File: src/rtl/hw02_dot_seq.sv
// Upstream sequencer for the hw02 register-file datapath: walks N_ELEM (a,b) pairs
// through a->R1, b->R2, R1*R2->R3. Define HW02_DOT_ACC_EN to accumulate R3 into dot_out.
module hw02_dot_seq #(
  parameter int DATA_W = 8,
  parameter int N_ELEM = 4,
  parameter int ACC_W  = 18
) (
  input  logic              clk,
  input  logic              rst,
  input  logic              start,
  input  logic              elem_valid,
  output logic              elem_ready,
  input  logic [DATA_W-1:0] a_in,
  input  logic [DATA_W-1:0] b_in,
  input  logic [DATA_W-1:0] r3_in,
  output logic [DATA_W-1:0] data,
  output logic [2:0]        sel,
  output logic [3:0]        load,
  output logic              busy,
  output logic              done,
  output logic [ACC_W-1:0]  dot_out
);

  localparam int CNT_W = (N_ELEM > 1) ? $clog2(N_ELEM) : 1;
  localparam logic [CNT_W-1:0] LAST_IDX = CNT_W'(N_ELEM - 1);

  typedef enum logic [2:0] {
    S_IDLE   = 3'd0,
    S_WAIT   = 3'd1,
    S_LOAD_A = 3'd2,
    S_LOAD_B = 3'd3,
    S_MUL    = 3'd4,
`ifdef HW02_DOT_ACC_EN
    S_ACC    = 3'd5,
`endif
    S_DONE   = 3'd6
  } state_t;

  state_t            state_r;
  logic [CNT_W-1:0]  count_r;
  logic [DATA_W-1:0] a_lat_r;
  logic [DATA_W-1:0] b_lat_r;
  logic              elem_ready_r;
  logic [DATA_W-1:0] data_r;
  logic [2:0]        sel_r;
  logic [3:0]        load_r;
  logic              busy_r;
  logic              done_r;

`ifdef HW02_DOT_ACC_EN
  logic [ACC_W-1:0]  dot_r;
  assign dot_out = dot_r;
`else
  logic              unused_r3_s;
  assign unused_r3_s = ^r3_in;
  assign dot_out     = {ACC_W{1'b0}};
`endif

  assign elem_ready = elem_ready_r;
  assign data       = data_r;
  assign sel        = sel_r;
  assign load       = load_r;
  assign busy       = busy_r;
  assign done       = done_r;

  // Sequencer FSM; outputs are registered alongside the state they belong to.
  always_ff @(posedge clk) begin
    if (rst) begin
      state_r      <= S_IDLE;
      count_r      <= {CNT_W{1'b0}};
      a_lat_r      <= {DATA_W{1'b0}};
      b_lat_r      <= {DATA_W{1'b0}};
      elem_ready_r <= 1'b0;
      data_r       <= {DATA_W{1'b0}};
      sel_r        <= 3'd0;
      load_r       <= 4'b0000;
      busy_r       <= 1'b0;
      done_r       <= 1'b0;
`ifdef HW02_DOT_ACC_EN
      dot_r        <= {ACC_W{1'b0}};
`endif
    end else begin
      elem_ready_r <= 1'b0;
      data_r       <= {DATA_W{1'b0}};
      sel_r        <= 3'd0;
      load_r       <= 4'b0000;
      busy_r       <= 1'b1;
      done_r       <= 1'b0;
      case (state_r)
        S_IDLE: begin
          if (start) begin
            state_r      <= S_WAIT;
            count_r      <= {CNT_W{1'b0}};
            elem_ready_r <= 1'b1;
`ifdef HW02_DOT_ACC_EN
            dot_r        <= {ACC_W{1'b0}};
`endif
          end else begin
            busy_r <= 1'b0;
          end
        end
        S_WAIT: begin
          if (elem_valid) begin
            a_lat_r <= a_in;
            b_lat_r <= b_in;
            state_r <= S_LOAD_A;
            sel_r   <= 3'd4;
            load_r  <= 4'b0010;
            data_r  <= a_in;
          end else begin
            elem_ready_r <= 1'b1;
          end
        end
        S_LOAD_A: begin
          state_r <= S_LOAD_B;
          sel_r   <= 3'd4;
          load_r  <= 4'b0100;
          data_r  <= b_lat_r;
        end
        S_LOAD_B: begin
          state_r <= S_MUL;
          sel_r   <= 3'd3;
          load_r  <= 4'b1000;
        end
`ifdef HW02_DOT_ACC_EN
        S_MUL: begin
          state_r <= S_ACC;
        end
        // R3 now holds this pair's product; fold it in and close out the element.
        S_ACC: begin
          dot_r <= dot_r + ACC_W'(r3_in);
          if (count_r == LAST_IDX) begin
            state_r <= S_DONE;
            done_r  <= 1'b1;
          end else begin
            count_r      <= count_r + CNT_W'(1);
            state_r      <= S_WAIT;
            elem_ready_r <= 1'b1;
          end
        end
`else
        S_MUL: begin
          if (count_r == LAST_IDX) begin
            state_r <= S_DONE;
            done_r  <= 1'b1;
          end else begin
            count_r      <= count_r + CNT_W'(1);
            state_r      <= S_WAIT;
            elem_ready_r <= 1'b1;
          end
        end
`endif
        S_DONE: begin
          state_r <= S_IDLE;
          busy_r  <= 1'b0;
        end
        default: begin
          state_r <= S_IDLE;
          busy_r  <= 1'b0;
        end
      endcase
    end
  end

endmodule

File: config.mk
export PLATFORM = sky130hd
export DESIGN_NAME = hw02_dot_seq
export DESIGN_NICKNAME = d
export VERILOG_FILES = /design/src/rtl/hw02_dot_seq.sv
export SDC_FILE = /design/constraint.sdc
export NUM_CORES = 1
export LEC_CHECK = 0
export ABC_CLOCK_PERIOD_IN_PS = 1600
export CAP_MARGIN = 10
export CORE_MARGIN = 2
export CORE_UTILIZATION = 40
export DETAILED_ROUTE_END_ITERATION = 10
export GPL_TIMING_DRIVEN = 0
export PLACE_DENSITY = 0.8
export SLEW_MARGIN = 10
export SYNTH_ARGS = -nofsm -noshare
export SYNTH_HDL_FRONTEND = slang
export SYNTH_SLANG_ARGS = --single-unit
File: constraint.sdc
create_clock -name clk -period 1.6 [get_ports clk]
set_clock_uncertainty 0.15 [all_clocks]
set_input_delay 0.24 -clock clk [delete_from_list [all_inputs] [get_ports clk]]
set_output_delay 0.24 -clock clk [all_outputs]
set_load 0.005 [all_outputs]
Word level (Yosys, flattened, before mapping)
Cells that the tools add are included.
{ "word_totals": {"register_bits": 31, "word_cells": 45, "out_inout_bits": 36, "inputBits": 28} }
{ "classes": {"n_eq_ne": 8, "n_bitwise": 1, "n_mux": 19, "n_reduce_logical": 7, "addsub": 1} }
{ "ops": {"columns": ["cell", "n"], "rows": [
  ["one-hot mux 8 bit (2 select lines)", 1],
  ["one-hot mux 3 bit (5 select lines)", 1],
  ["2-to-1 mux 3 bit", 4],
  ["one-hot mux 4 bit (3 select lines)", 1],
  ["one-hot mux 3 bit (3 select lines)", 1],
  ["2-to-1 mux 8 bit", 1],
  ["== test 3 x 2 -> 1 bit (second input constant)", 2],
  ["2-to-1 mux 2 bit", 3],
  ["!= test 2 bit (second input constant)", 3],
  ["2-to-1 mux 1 bit", 4],
  ["one-hot mux 2 bit (2 select lines)", 1],
  ["AND reduction 2 bit", 2],
  ["OR reduction 4 bit", 1],
  ["== test 3 x 1 -> 1 bit (second input constant)", 1],
  ["== test 3 bit (second input constant)", 1],
  ["logical NOT 3 bit", 1],
  ["one-hot mux 1 bit (3 select lines)", 1],
  ["AND reduction 3 bit", 1],
  ["adder 2 x 1 -> 2 bit (second input constant)", 1],
  ["== test 2 bit (second input constant)", 1],
  ["one-hot mux 1 bit (2 select lines)", 1],
  ["nonzero test 2 bit", 1],
  ["OR reduction 2 bit", 1],
  ["NOT 1 bit", 1]
]} }

Logic depth before layout (Yosys ltp)
Gate-level depths: netlist of the first run.
{ "logic_depth": {"depth_word": 3, "mapped_depth": 6, "ltp_nobuf": 4} }

Worst setup path after synthesis of the first run
OpenSTA, ideal clock, no wires.
{ "synth_timing": {"path_type": "register to register", "from": "register count_r[0]", "to": "register state_r[0]", "t_required_ps": 1376, "path_stages_with_launch": 4, "slack_ps": 255, "arrival_ps": 1121, "synth_period_minus_slack_ps": 1345, "path_buffers": 0, "setup_ps": 74, "cell_sequence": "dfxtp_1 > ha_1 > or4b_1 > a31oi_1"} }
{ "synth_between": {"elab_chain_cells": 3} }
{ "synth_rtl": {"columns": ["item", "line_no", "source"], "rows": [
  ["start: declaration", "40", "logic [CNT_W-1:0] count_r;"],
  ["start signal: assignment", "70", "count_r <= {CNT_W{1'b0}};"],
  ["start signal: assignment", "93", "count_r <= {CNT_W{1'b0}};"],
  ["start signal: assignment", "147", "count_r <= count_r + CNT_W'(1);"],
  ["== test 2 bit", "143", "if (count_r == LAST_IDX) begin"],
  ["2-to-1 mux 3 bit", "143", null],
  ["one-hot mux 3 bit (5 select lines)", "89", "case (state_r)"],
  ["end signal: assignment", "92", "state_r <= S_WAIT;"],
  ["end signal: assignment", "144", "state_r <= S_DONE;"],
  ["end signal: assignment", "148", "state_r <= S_WAIT;"],
  ["end: declaration", "39", "state_t state_r;"]
]} }
Every way passes these cells.
A chain may end at the register's enable or synchronous reset.

Final worst setup path of the first run
{ "layout_timing": {"from": "register data_r[4] (netlist: data[4])", "to": "output port data[4]"} }
{ "layout_lines": {"columns": ["item", "line_no", "source"], "rows": [
  ["start: declaration", "44", "logic [DATA_W-1:0] data_r;"],
  ["start signal: assignment", "74", "data_r <= {DATA_W{1'b0}};"],
  ["start signal: assignment", "84", "data_r <= {DATA_W{1'b0}};"],
  ["start signal: assignment", "109", "data_r <= a_in;"],
  ["end: declaration", "16", "output logic [DATA_W-1:0] data,"]
]} }
No word-level cell between the ends.

==> impl_metrics.toml, run 1 <==
[synth]
yosysSeqAreaShare_pct = 43.2
synth_edf_count = 0
synthArstFlopShare_pct = 0
synthCells = 141
synth_top_area_share_pct = 43.2
synth.area.top_cells = "dfxtp_1 (43%), buf_4 (13%), a21oi_2 (5.4%), a22oi_1 (4.6%), nand2_1 (4.6%)"
synthDistinctLibCells = 34
ys_warn_count = 0
syn_area_um2 = 1300
synth_seq_cells = 28
synth_area_leader_cell = "dfxtp_1"
avgSynthCellArea_um2 = 9.21
synth-main-ff-cell = "dfxtp_1"

[hold_path]
whs_path_depth = 3
hold_class = "in -> reg"

[placed_design]
hpwl_um = 1920
gp_congestion = 0.764
dpl-instance-area_um2 = 1780
place_inst = 239
numPortBuffers = 36

[worst_setup_path]
path_delay_family = "buffers and inverters"
cp_cell_sequence = "clkdlybuf4s50_1"
crit_path_end_kind = "output pin"
worstPathRequired_ps = 1210
critical_path_arrival_ps = 1160
crit_type = "reg -> out"
cp_max_fo = 1
max_stage_delay_ps = 500
cp_num_cells = 1
cpMaxStageDelayCell = "clkdlybuf4s50_1"
rr_worst_depth = 6
worstPathBufferInverterCount = 1
cp-start-kind = "flop"

[global_routing]
grt_max_degree = 17
grt_pass1_wl_um = 4080
grt_pass1_vias = 956
antenna_found_initial = 0
track_usage_pct = 14.7
overflow = 0

[cts]
cts_inserted_buffers = 3
clockBufferDepth = 2
cts_sinks = 28
clk_pin_slew_worst_paths_ps = 150
cts_htree_levels = 1
cts_tree = "done"
root_buffer = "clkbuf_4"
clock_latency_ps = 320

[power]
powerDensity_nw_per_um2 = 782
clockPowerShare_pct = 31.9
vdd_drop_max_v = 0.000297
p_int_mw = 1.12
power.leakage_nw = 0.823
switching_share_pct = 23.0
power.switching_mw = 0.335
power_mw = 1.45
power_frac_seq_pct = 50.4
combPwrFrac_pct = 17.7

[cells_and_area]
n_antenna_cell = 0
n_fill_cell = 283
nNetsFinal = 228
stdcell_count = 242
multiInputGateArea_um2 = 588
fin_area_um2 = 1860
seq_area_um2 = 564
area.growth.synth_to_final_pct = 43.2
drive_gt1_share_pct = 26.3

[drt]
drt_iter0_markers = 24
drc = 0
drtPass1Iterations = 4
vias = 1083
viasPerCell = 4.48
wire_per_inst_um = 10.8
wirelength_um = 2620
antenna_left = 0

[sta]
hold_viol_final = 0
min_period_ps = 1550
setup_viol = 0
hold_ws_ps = 301
fmax_mhz = 644
tns_ps = 0
slew_viol_final = 0
period_share_pct = 97.0

[floorplan]
rows = 20
start_util_pct = 42.2
die_y_um = 61.0
core_area_um2 = 3080
die_area_um2 = 3720
dieWidth_um = 61.0
io_pins = 64

[flow_run]
max_cap_viol_count = 0

[run_status]
status = "finished, final reports clean"
## layer usage
metal | track usage, % | vias to the layer above | part of all wire (%)
li1 | - | 548 | -
met1 | 18.4 | 488 | 45
met2 | 24.9 | 43 | 48
met3 | 2.35 | 4 | 6.3
met4 | 6.52 | 0 | 1.4
met5 | 0 | - | 0
## metrics by stage
step | setup WS [ps] | util (%)
6_report | 48.2 | 60.4
5_1_grt | -4.15 | 60.4
4_1_cts | 0.296 | 59.6
3_5_place_dp | -240 | 57.9
3_3_place_gp | -227 | 57.9
2_1_floorplan | 255 | -
## tightest hold or removal path, delay by kind of cell
| kind | cells | cell delay (ps) |
|---|---|---|
| simple gates | 1 | 70 |
| buf+inv | 1 | 390 |
| compound gates | 1 | 50 |
## worst paths after layout
kind,start,to,slack (ps)
min reg2reg,b_lat_r[1]$_SDFFE_PP0P_,b_lat_r[1]$_SDFFE_PP0P_,330
max reg2reg,state_r[2]$_SDFFE_PP0P_,b_lat_r[7]$_SDFFE_PP0P_,110
min,b_in[4],b_lat_r[4]$_SDFFE_PP0P_,300
max,data[4]$_SDFF_PP0_,data[4],50
## cells by family after synthesis
family,count (synthesis),share of synthesized area (%)
AND/OR/NAND/NOR,52,21.4
other,1,0.289
flip-flops,28,43.2
AO/OA/AOI/OAI,27,15.3
buffers and inverters,31,18.1
adder cells (fa/ha/maj),1,0.963
multiplexers,1,0.771
## synthesized netlist by cell type, types with 2 or more instances
cell type / n
a22oi_1: 8
nand4b_1: 2
buf_4: 22
nor2_1: 14
a21oi_1: 3
o21ai_0: 2
a31oi_1: 2
dfxtp_1: 28
or4b_1: 2
nand2_1: 16
nand2b_1: 4
a21oi_2: 8
nand2_2: 2
buf_2: 4
buf_6: 2
nor2b_1: 3
nor3_1: 2
## layout by cell type (no fill, tap or decap), types with 3 or more instances in the layout
master	count
a21oi_1	3
a21oi_2	8
a22oi_1	8
buf_2	4
buf_4	22
clkbuf_4	3
clkdlybuf4s50_1	30
conb_1	19
dfxtp_1	25
dfxtp_2	3
dlymetal6s2s_1	4
nand2_1	16
nand2b_1	4
nor2_1	13
nor2b_1	3
## registers in the layout, summed over array words and instances (netlist names)
name        flops
sel             2
data            8
busy            1
b_lat_r         8
done            1
state_r         3
elem_ready      1
count_r         2
load            2
## final cells by class
cell class / count / area share (%)
Clock buffer: 3 / 1.21
Sequential cell: 28 / 30.3
Multi-Input combinational cell: 100 / 31.6
Buffer: 29 / 12.2
Inverter: 1 / 0.202
Tap cell: 44 / 2.96
Clock inverter: 1 / 1.62
Timing Repair Buffer: 36 / 19.8
## repair_timing
action,4_1_cts,5_1_grt
resized for setup,3,10
pin swaps,0,0
setup buffers,0,0
setup endpoints to repair,3,18
hold buffers,0,0
hold endpoints to repair,0,0
## power groups by stage
stage               clock [mW]  sequential, mW  combinational [mW]
floorplan                    0           0.747               0.153
global placement             0           0.746               0.246
detailed placement           0           0.747               0.250
CTS                      0.473           0.732               0.250
global route             0.496           0.736               0.283
finish                   0.464           0.732               0.258
(Power assumes the default switching activity.)
==> run 2: changes to the inputs <==
--- a/config.mk
+++ b/config.mk
@@ -12,7 +12,7 @@
 export DETAILED_ROUTE_END_ITERATION = 10
 export GPL_TIMING_DRIVEN = 0
 export PLACE_DENSITY = 0.8
-export SLEW_MARGIN = 10
+export SLEW_MARGIN = 20
 export SYNTH_ARGS = -nofsm -noshare
 export SYNTH_HDL_FRONTEND = slang
 export SYNTH_SLANG_ARGS = --single-unit
==> results of run 2 <==
Final layout, timing and power as in run 1 (identical DEF).
